==> config.mk <==
export PLATFORM = sky130hd
export DESIGN_NAME = full_adder_subtractor
export DESIGN_NICKNAME = d
export VERILOG_FILES = /design/src/rtl/full_adder_subtractor.sv
export SDC_FILE = /design/constraint.sdc
export NUM_CORES = 1
export LEC_CHECK = 0
export CAP_MARGIN = 20
export CORE_ASPECT_RATIO = 1.1
export CORE_MARGIN = 4
export CORE_UTILIZATION = 45
export DETAILED_ROUTE_END_ITERATION = 6
export PLACE_DENSITY = 0.93
export SLEW_MARGIN = 20
export SYNTH_ARGS = -nofsm -noshare
export SYNTH_HDL_FRONTEND = slang
export SYNTH_SLANG_ARGS = --single-unit
==> constraint.sdc <==
create_clock -name clk -period 10.7 [get_ports clk]
set_clock_uncertainty 0.1 [all_clocks]
set_input_delay 1.07 -clock clk [delete_from_list [all_inputs] [get_ports clk]]
set_output_delay 1.07 -clock clk [all_outputs]
set_load 0.1 [all_outputs]
==> src/rtl/full_adder_subtractor.sv <==
// Registered add/subtract/AND/OR unit built on a ripple chain of full-adder cells, one-cycle latency.
// Define FULL_ADDER_SUBTRACTOR_FLAGS_EN to compute zero/overflow; otherwise both ports are tied to 0.
module full_adder_subtractor #(
  parameter int WIDTH = 8
) (
  input  logic             clk,
  input  logic             rst,
  input  logic             in_valid,
  input  logic [WIDTH-1:0] a,
  input  logic [WIDTH-1:0] b,
  input  logic [1:0]       op,
  output logic             out_valid,
  output logic [WIDTH-1:0] result,
  output logic             cout,
  output logic             zero,
  output logic             overflow
);

  typedef enum logic [1:0] {
    OP_ADD = 2'b00,
    OP_SUB = 2'b01,
    OP_AND = 2'b10,
    OP_OR  = 2'b11
  } op_e;

  op_e              op_sel;
  logic [WIDTH-1:0] bx;
  logic [WIDTH-1:0] sum;
  logic [WIDTH:0]   carry;
  logic [WIDTH-1:0] nxt_result;
  logic             nxt_cout;

  assign op_sel = op_e'(op);

  // Subtract shares the adder chain: a + ~b + 1.
  always_comb begin
    bx       = (op_sel == OP_SUB) ? ~b : b;
    carry    = '0;
    carry[0] = (op_sel == OP_SUB);
    sum      = '0;
    for (int unsigned i = 0; i < WIDTH; i++) begin
      sum[i]       = a[i] ^ bx[i] ^ carry[i];
      carry[i + 1] = (a[i] & bx[i]) | (carry[i] & (a[i] ^ bx[i]));
    end
  end

  always_comb begin
    nxt_result = sum;
    nxt_cout   = carry[WIDTH];
    case (op_sel)
      OP_AND: begin
        nxt_result = a & b;
        nxt_cout   = 1'b0;
      end
      OP_OR: begin
        nxt_result = a | b;
        nxt_cout   = 1'b0;
      end
      default: ;
    endcase
  end

  always_ff @(posedge clk) begin
    if (rst) begin
      out_valid <= 1'b0;
      result    <= '0;
      cout      <= 1'b0;
    end else begin
      out_valid <= in_valid;
      if (in_valid) begin
        result <= nxt_result;
        cout   <= nxt_cout;
      end
    end
  end

`ifdef FULL_ADDER_SUBTRACTOR_FLAGS_EN
  logic nxt_zero;
  logic nxt_overflow;

  always_comb begin
    nxt_zero     = (nxt_result == '0);
    nxt_overflow = 1'b0;
    if (op_sel == OP_ADD || op_sel == OP_SUB) begin
      nxt_overflow = carry[WIDTH] ^ carry[WIDTH-1];
    end
  end

  always_ff @(posedge clk) begin
    if (rst) begin
      zero     <= 1'b1;
      overflow <= 1'b0;
    end else if (in_valid) begin
      zero     <= nxt_zero;
      overflow <= nxt_overflow;
    end
  end
`else
  assign zero     = 1'b0;
  assign overflow = 1'b0;
`endif

endmodule

==> results.json, run 1 <==
{
  "wirelength_um": 1742,
  "p_leak_uw": 0.0004604,
  "clockBufferDepth": 2,
  "peakVddDrop_mv": 0.05486,
  "pwr_density_cell_nw_per_um2": 127.7,
  "synth_seq_cells": 10,
  "hold_path_class": "reg2reg",
  "dp_slack_ns": 4.800,
  "syn2layout_area_growth_pct": 37.00,
  "grt_start_max_net_pins": 18,
  "first_pass_iters": 4,
  "rows": 15,
  "num_vias": 677,
  "cts.clk_slew.worst_paths_ns": 0.06,
  "dpl.hpwl_um": 1440,
  "detail-route-antenna-nets": 0,
  "ys_top_cells_by_area": "dfxtp_1, fa_1, maj3_2, xnor2_1, inv_1",
  "grt_antenna_before_repair": 0,
  "p_switching_uw": 58.73,
  "netlist_instances": 89,
  "clk_latency_ns": 0.27,
  "worst_ep_arrival_time_ns": 5.66,
  "status": "complete, no violations",
  "port-buffer-count": 30,
  "dieWidth_um": 48.66,
  "synth_top_flop_cell": "dfxtp_1",
  "internal_power_uw": 84.43,
  "synth_common_cells": "inv_1, dfxtp_1, nor2_1",
  "synth_edf_count": 0,
  "cts_root_buf": "clkbuf_4",
  "busiest_layer": "met2",
  "final.setup.tns_ns": 0,
  "syn_area_um2": 818.3,
  "start_util": 0.4955,
  "dieArea_um2": 2566,
  "cts_made_buffers": 3,
  "worst_setup_path_start_kind": "input port",
  "utilization": 0.6788,
  "worst_slew_pin_slew_ns": 0.9698,
  "fillCellCount": 142,
  "clock_power_share": 0.237,
  "finalCriticalPeriod_ns": 5.608,
  "grtUsageMet3": 0.01994,
  "r2r_slack_ns": 9.91,
  "place.gp.congestion": 0.7516,
  "finalCritPeriodShare": 0.5241,
  "grt_overflow": 0,
  "cts_tree": "done",
  "design_area_um2": 1121,
  "placed_cells": 130,
  "grt_pass1_vias": 657,
  "worstPathMaxFanout": 16,
  "drv_cap": 0,
  "p_sw_frac": 0.4102,
  "num_io_pins": 33,
  "grtUsageMet1": 0.1441,
  "grt_usage": 0.1374,
  "synth_top_cell_by_area": "dfxtp_1",
  "cts_sinks": 10,
  "initialDrtViolationCount": 7,
  "synth_area_per_cell_um2": 9.194,
  "async_flop_share": 0,
  "max-slew-margin-rel": 0.3514,
  "power_frac_comb": 0.470,
  "final_nets": 148,
  "ys_warn_count": 0,
  "wl_per_cell_um": 13.00,
  "cp_data_required_time_ns": 10.75,
  "yosysSeqAreaShare": 0.2446,
  "fin_ws_ns": 5.092,
  "grt_first_pass_wirelength_um": 2773,
  "placed_area_um2": 1085,
  "hold_viol": 0,
  "setup_violations": 0,
  "finalNonFillerCells": 134,
  "drc": 0,
  "htree_levels": 1,
  "die_h_um": 52.73,
  "rsz0062_at_grt": "false",
  "cts_setup_buffers": 0,
  "synth_most_common_cell": "inv_1",
  "drive_above_1_share": 0.1026,
  "met2_usage": 0.2717,
  "end_kind": "register",
  "hold_buffers": 0,
  "yosysUniqueCellTypes": 23,
  "antenna-diode-count": 0,
  "criticalPathCategory": "in2reg",
  "fmax_mhz": 178.3,
  "via_per_inst": 5.052,
  "yosys.area.top_type_share": 0.2446,
  "cts_resized": 0,
  "p_seq_frac": 0.293,
  "slew_viol_final": 0,
  "core_um2": 1652
}
## cell type report
type | instances | area, µm² | area share
Timing Repair Buffer | 30 | 300.3 | 0.2679
Sequential cell | 10 | 200.2 | 0.1786
Clock buffer | 4 | 36.28 | 0.03237
Multi-Input combinational cell | 62 | 521.8 | 0.4654
Tap cell | 17 | 21.27 | 0.01897
Inverter | 11 | 41.29 | 0.03683
## critical path, cell delays in order
cell and delay [ns]:
clkdlybuf4s50_1 0.70, nor2b_1 0.79, mux2_2 0.30, fa_1 0.15, inv_1 0.05, fa_1 0.37, fa_1 0.39, fa_1 0.37
inv_1 0.07, fa_1 0.17, inv_1 0.06, fa_1 0.39, fa_1 0.49, o21ai_0 0.07, a21oi_1 0.15, nor3_1 0.06
## final timing paths
| kind | from | depth (start not counted) | to |
|---|---|---|---|
| worst min-delay path | result[0] | 2 | result[0] |
| worst max register to register | result[0] | 2 | result[0] |
| worst min register to register | result[0] | 2 | result[0] |
| worst max-delay path | op[1] | 16 | result[7] |
## metrics by stage
stage               hold slack (ns)  total power [µW]
finish                       0.3749             143.2
CTS                          0.3787             144.5
global placement             0.3644             107.7
floorplan                    0.8045             91.76
detailed placement           0.3678             110.5
global route                 0.4008             151.6
## sequential cells by signal, indices dropped and copies added (netlist names)
register   count
cout           1
out_valid      1
result         8
## power by group through the flow
| stage | Clock [µW] | Combinational (µW) | Sequential [µW] |
|---|---|---|---|
| floorplan | 0 | 25.9 | 65.9 |
| global placement | 0 | 64.9 | 42.7 |
| detailed placement | 0 | 67.6 | 42.9 |
| CTS | 34.6 | 67.8 | 42.0 |
| global route | 36.9 | 72.4 | 42.3 |
| finish | 33.9 | 67.3 | 42.0 |
## routing by layer
metal,vias to the layer above,share of wire
met5,-,0
met4,0,0.015
met3,3,0.051
met2,19,0.53
met1,316,0.40
li1,339,-
## logic make-up (layout without fill, tap and decap cells)
group | Yosys count | in the layout | synth area share
other | 1 | 2 | 0.004583
AO/OA/AOI/OAI | 15 | 15 | 0.1055
AND/OR/NAND/NOR | 18 | 18 | 0.09938
adder cells (fa/ha/maj) | 16 | 16 | 0.2982
XOR/XNOR | 7 | 7 | 0.07493
flip-flops | 10 | 10 | 0.2446
buffers and inverters | 18 | 45 | 0.1223
multiplexers | 4 | 4 | 0.05046
## layout by cell type (no fill, tap or decap)
cell / count
clkdlybuf4s50_1: 30
inv_1: 11
dfxtp_1: 10
nor2_1: 9
maj3_2: 7
fa_1: 7
o21ai_0: 6
xnor2_1: 5
a21oi_1: 5
nor3_1: 5
mux2i_1: 3
clkbuf_4: 3
nor2b_1: 2
xor2_1: 2
a211oi_1: 2
ha_1: 2
conb_1: 2
mux2_2: 1
nand2_1: 1
or2_1: 1
a21boi_1: 1
o32ai_1: 1
clkbuf_8: 1
(Power assumes the default switching activity.)
==> run 2: changes to the inputs <==
- CORE_UTILIZATION: 45 -> 42
- PLACE_DENSITY: 0.93 -> 0.88
- clock period: 10.7 -> 5.9 ns (I/O delays scaled with it)
==> results.json, run 2 (synthesis gave the netlist of run 1 again) <==
{
  "status": "complete, no violations",
  "placed_area_um2": 1105,
  "antenna-diode-count": 0,
  "num_io_pins": 33,
  "layout_common_cells": "clkdlybuf4s50_1, inv_1, dfxtp_1",
  "clockBufferDepth": 2,
  "worstPathMaxFanout": 10,
  "wirelength_um": 1644,
  "max-slew-margin-rel": 0.3505,
  "worst_setup_path_start_kind": "input port",
  "cp.depth": 16,
  "hold_buffers": 0,
  "via_per_inst": 4.683,
  "finalNonFillerCells": 145,
  "peakVddDrop_mv": 0.09889,
  "fillCellCount": 157,
  "dpl.hpwl_um": 1452,
  "cts_root_buf": "clkbuf_4",
  "place.gp.congestion": 0.7760,
  "worst_slew_pin_slew_ns": 0.9712,
  "fmax_mhz": 217.0,
  "hold_path_class": "reg2reg",
  "cts_tree": "done",
  "grt_usage": 0.1344,
  "drive_above_1_share": 0.1102,
  "first_pass_iters": 2,
  "grt_first_pass_wirelength_um": 2718,
  "reg_top3": "result (8), cout (1), out_valid (1)",
  "rsz0062_at_grt": "false",
  "drv_cap": 0,
  "drc": 0,
  "finalCriticalPeriod_ns": 4.609,
  "syn2layout_area_growth_pct": 39.45,
  "cts_sinks": 10,
  "utilization": 0.6264,
  "cts_setup_buffers": 0,
  "grt_overflow": 0,
  "design_area_um2": 1141,
  "mostFrequentLayoutCell": "clkdlybuf4s50_1",
  "pwr_density_cell_nw_per_um2": 227.4,
  "detail-route-antenna-nets": 0,
  "die_h_um": 54.30,
  "core_um2": 1822,
  "grt_antenna_before_repair": 0,
  "top_register": "result",
  "cp.buffers_inverters": 4,
  "grt_start_max_net_pins": 18,
  "slowest_stage": "clkdlybuf4s50_1",
  "end_kind": "register",
  "placed_cells": 141,
  "final.setup.tns_ns": 0,
  "whs_path_depth": 2,
  "wl_per_cell_um": 11.34,
  "final_nets": 149,
  "worstPathCellList": "clkdlybuf4s50_1 -> nor2b_1 -> xor2_1 -> fa_1 -> inv_1 -> fa_1 -> fa_1 -> fa_1 -> inv_1 -> fa_1 -> inv_1 -> fa_1 -> fa_1 -> o21ai_0 -> a21oi_1 -> nor3_1",
  "cp_data_required_time_ns": 5.95,
  "worst_ep_arrival_time_ns": 4.66,
  "criticalPathCategory": "in2reg",
  "cts_made_buffers": 3,
  "num_vias": 679,
  "slew_viol_final": 0,
  "htree_levels": 1,
  "clk_latency_ns": 0.27,
  "dieWidth_um": 50.09,
  "cp_common_cell": "fa_1",
  "worstRegToRegCells": 2,
  "rows": 16,
  "initialDrtViolationCount": 3,
  "hold_viol": 0,
  "largest_reg_flops": 8,
  "grt_pass1_vias": 695,
  "start_util": 0.4492,
  "finalCritPeriodShare": 0.7812,
  "port-buffer-count": 30,
  "cts.clk_slew.worst_paths_ns": 0.07,
  "crit_family": "adder cells",
  "dieArea_um2": 2719,
  "critical-path-max-stage-delay_ns": 0.70,
  "p_leak_uw": 0.0004655,
  "cts_resized": 0,
  "setup_violations": 0
}
run 2: cell count changes in the layout (fill, tap and decap cells not counted):
cell   before  now
buf_4       0    1
run 2: area by class of cell:
| cell class | instances | area [µm²] | area share |
|---|---|---|---|
| Multi-Input combinational cell | 62 | 521.8 | 0.4572 |
| Tap cell | 27 | 33.78 | 0.02961 |
| Inverter | 11 | 41.29 | 0.03618 |
| Timing Repair Buffer | 31 | 307.8 | 0.2697 |
| Clock buffer | 4 | 36.28 | 0.03180 |
| Sequential cell | 10 | 200.2 | 0.1754 |
run 2: per-stage QoR:
stage | power [µW] | worst slack (ns) | hold WS (ns)
after floorplan | 166.4 | 1.836 | 0.6475
after global placement | 196.7 | 1.154 | 0.3671
after detailed placement | 200.2 | 0.9754 | 0.3649
after CTS | 261.8 | 1.265 | 0.3777
after global routing | 273.4 | 0.9958 | 0.4047
final | 259.5 | 1.291 | 0.3776
run 2: worst paths after layout:
kind         startpoint   endpoint  slack (ns)
max               op[0]  result[7]        1.29
min           result[3]  result[3]        0.38
max reg2reg   result[1]  result[1]        5.10
min reg2reg   result[3]  result[3]        0.38
run 2: worst min-delay path: cells and delay by family (launching register included):
kind | cells | cell delay, ns
simple gates | 2 | 0.13
flops | 1 | 0.31
run 2: power by group:
part,internal [µW],total [µW],switching (µW)
clock,37.5,61.9,24.3
combinational,42.3,121,79.0
sequential,73.4,76.3,2.94
total,153,260,106
run 2: metal layers:
metal	global-route usage	vias up	wire, µm
met1	0.1273	305	675
met3	0.01635	5	109
met5	0	-	0
met4	0.1106	0	50
met2	0.2630	26	808
li1	-	343	-
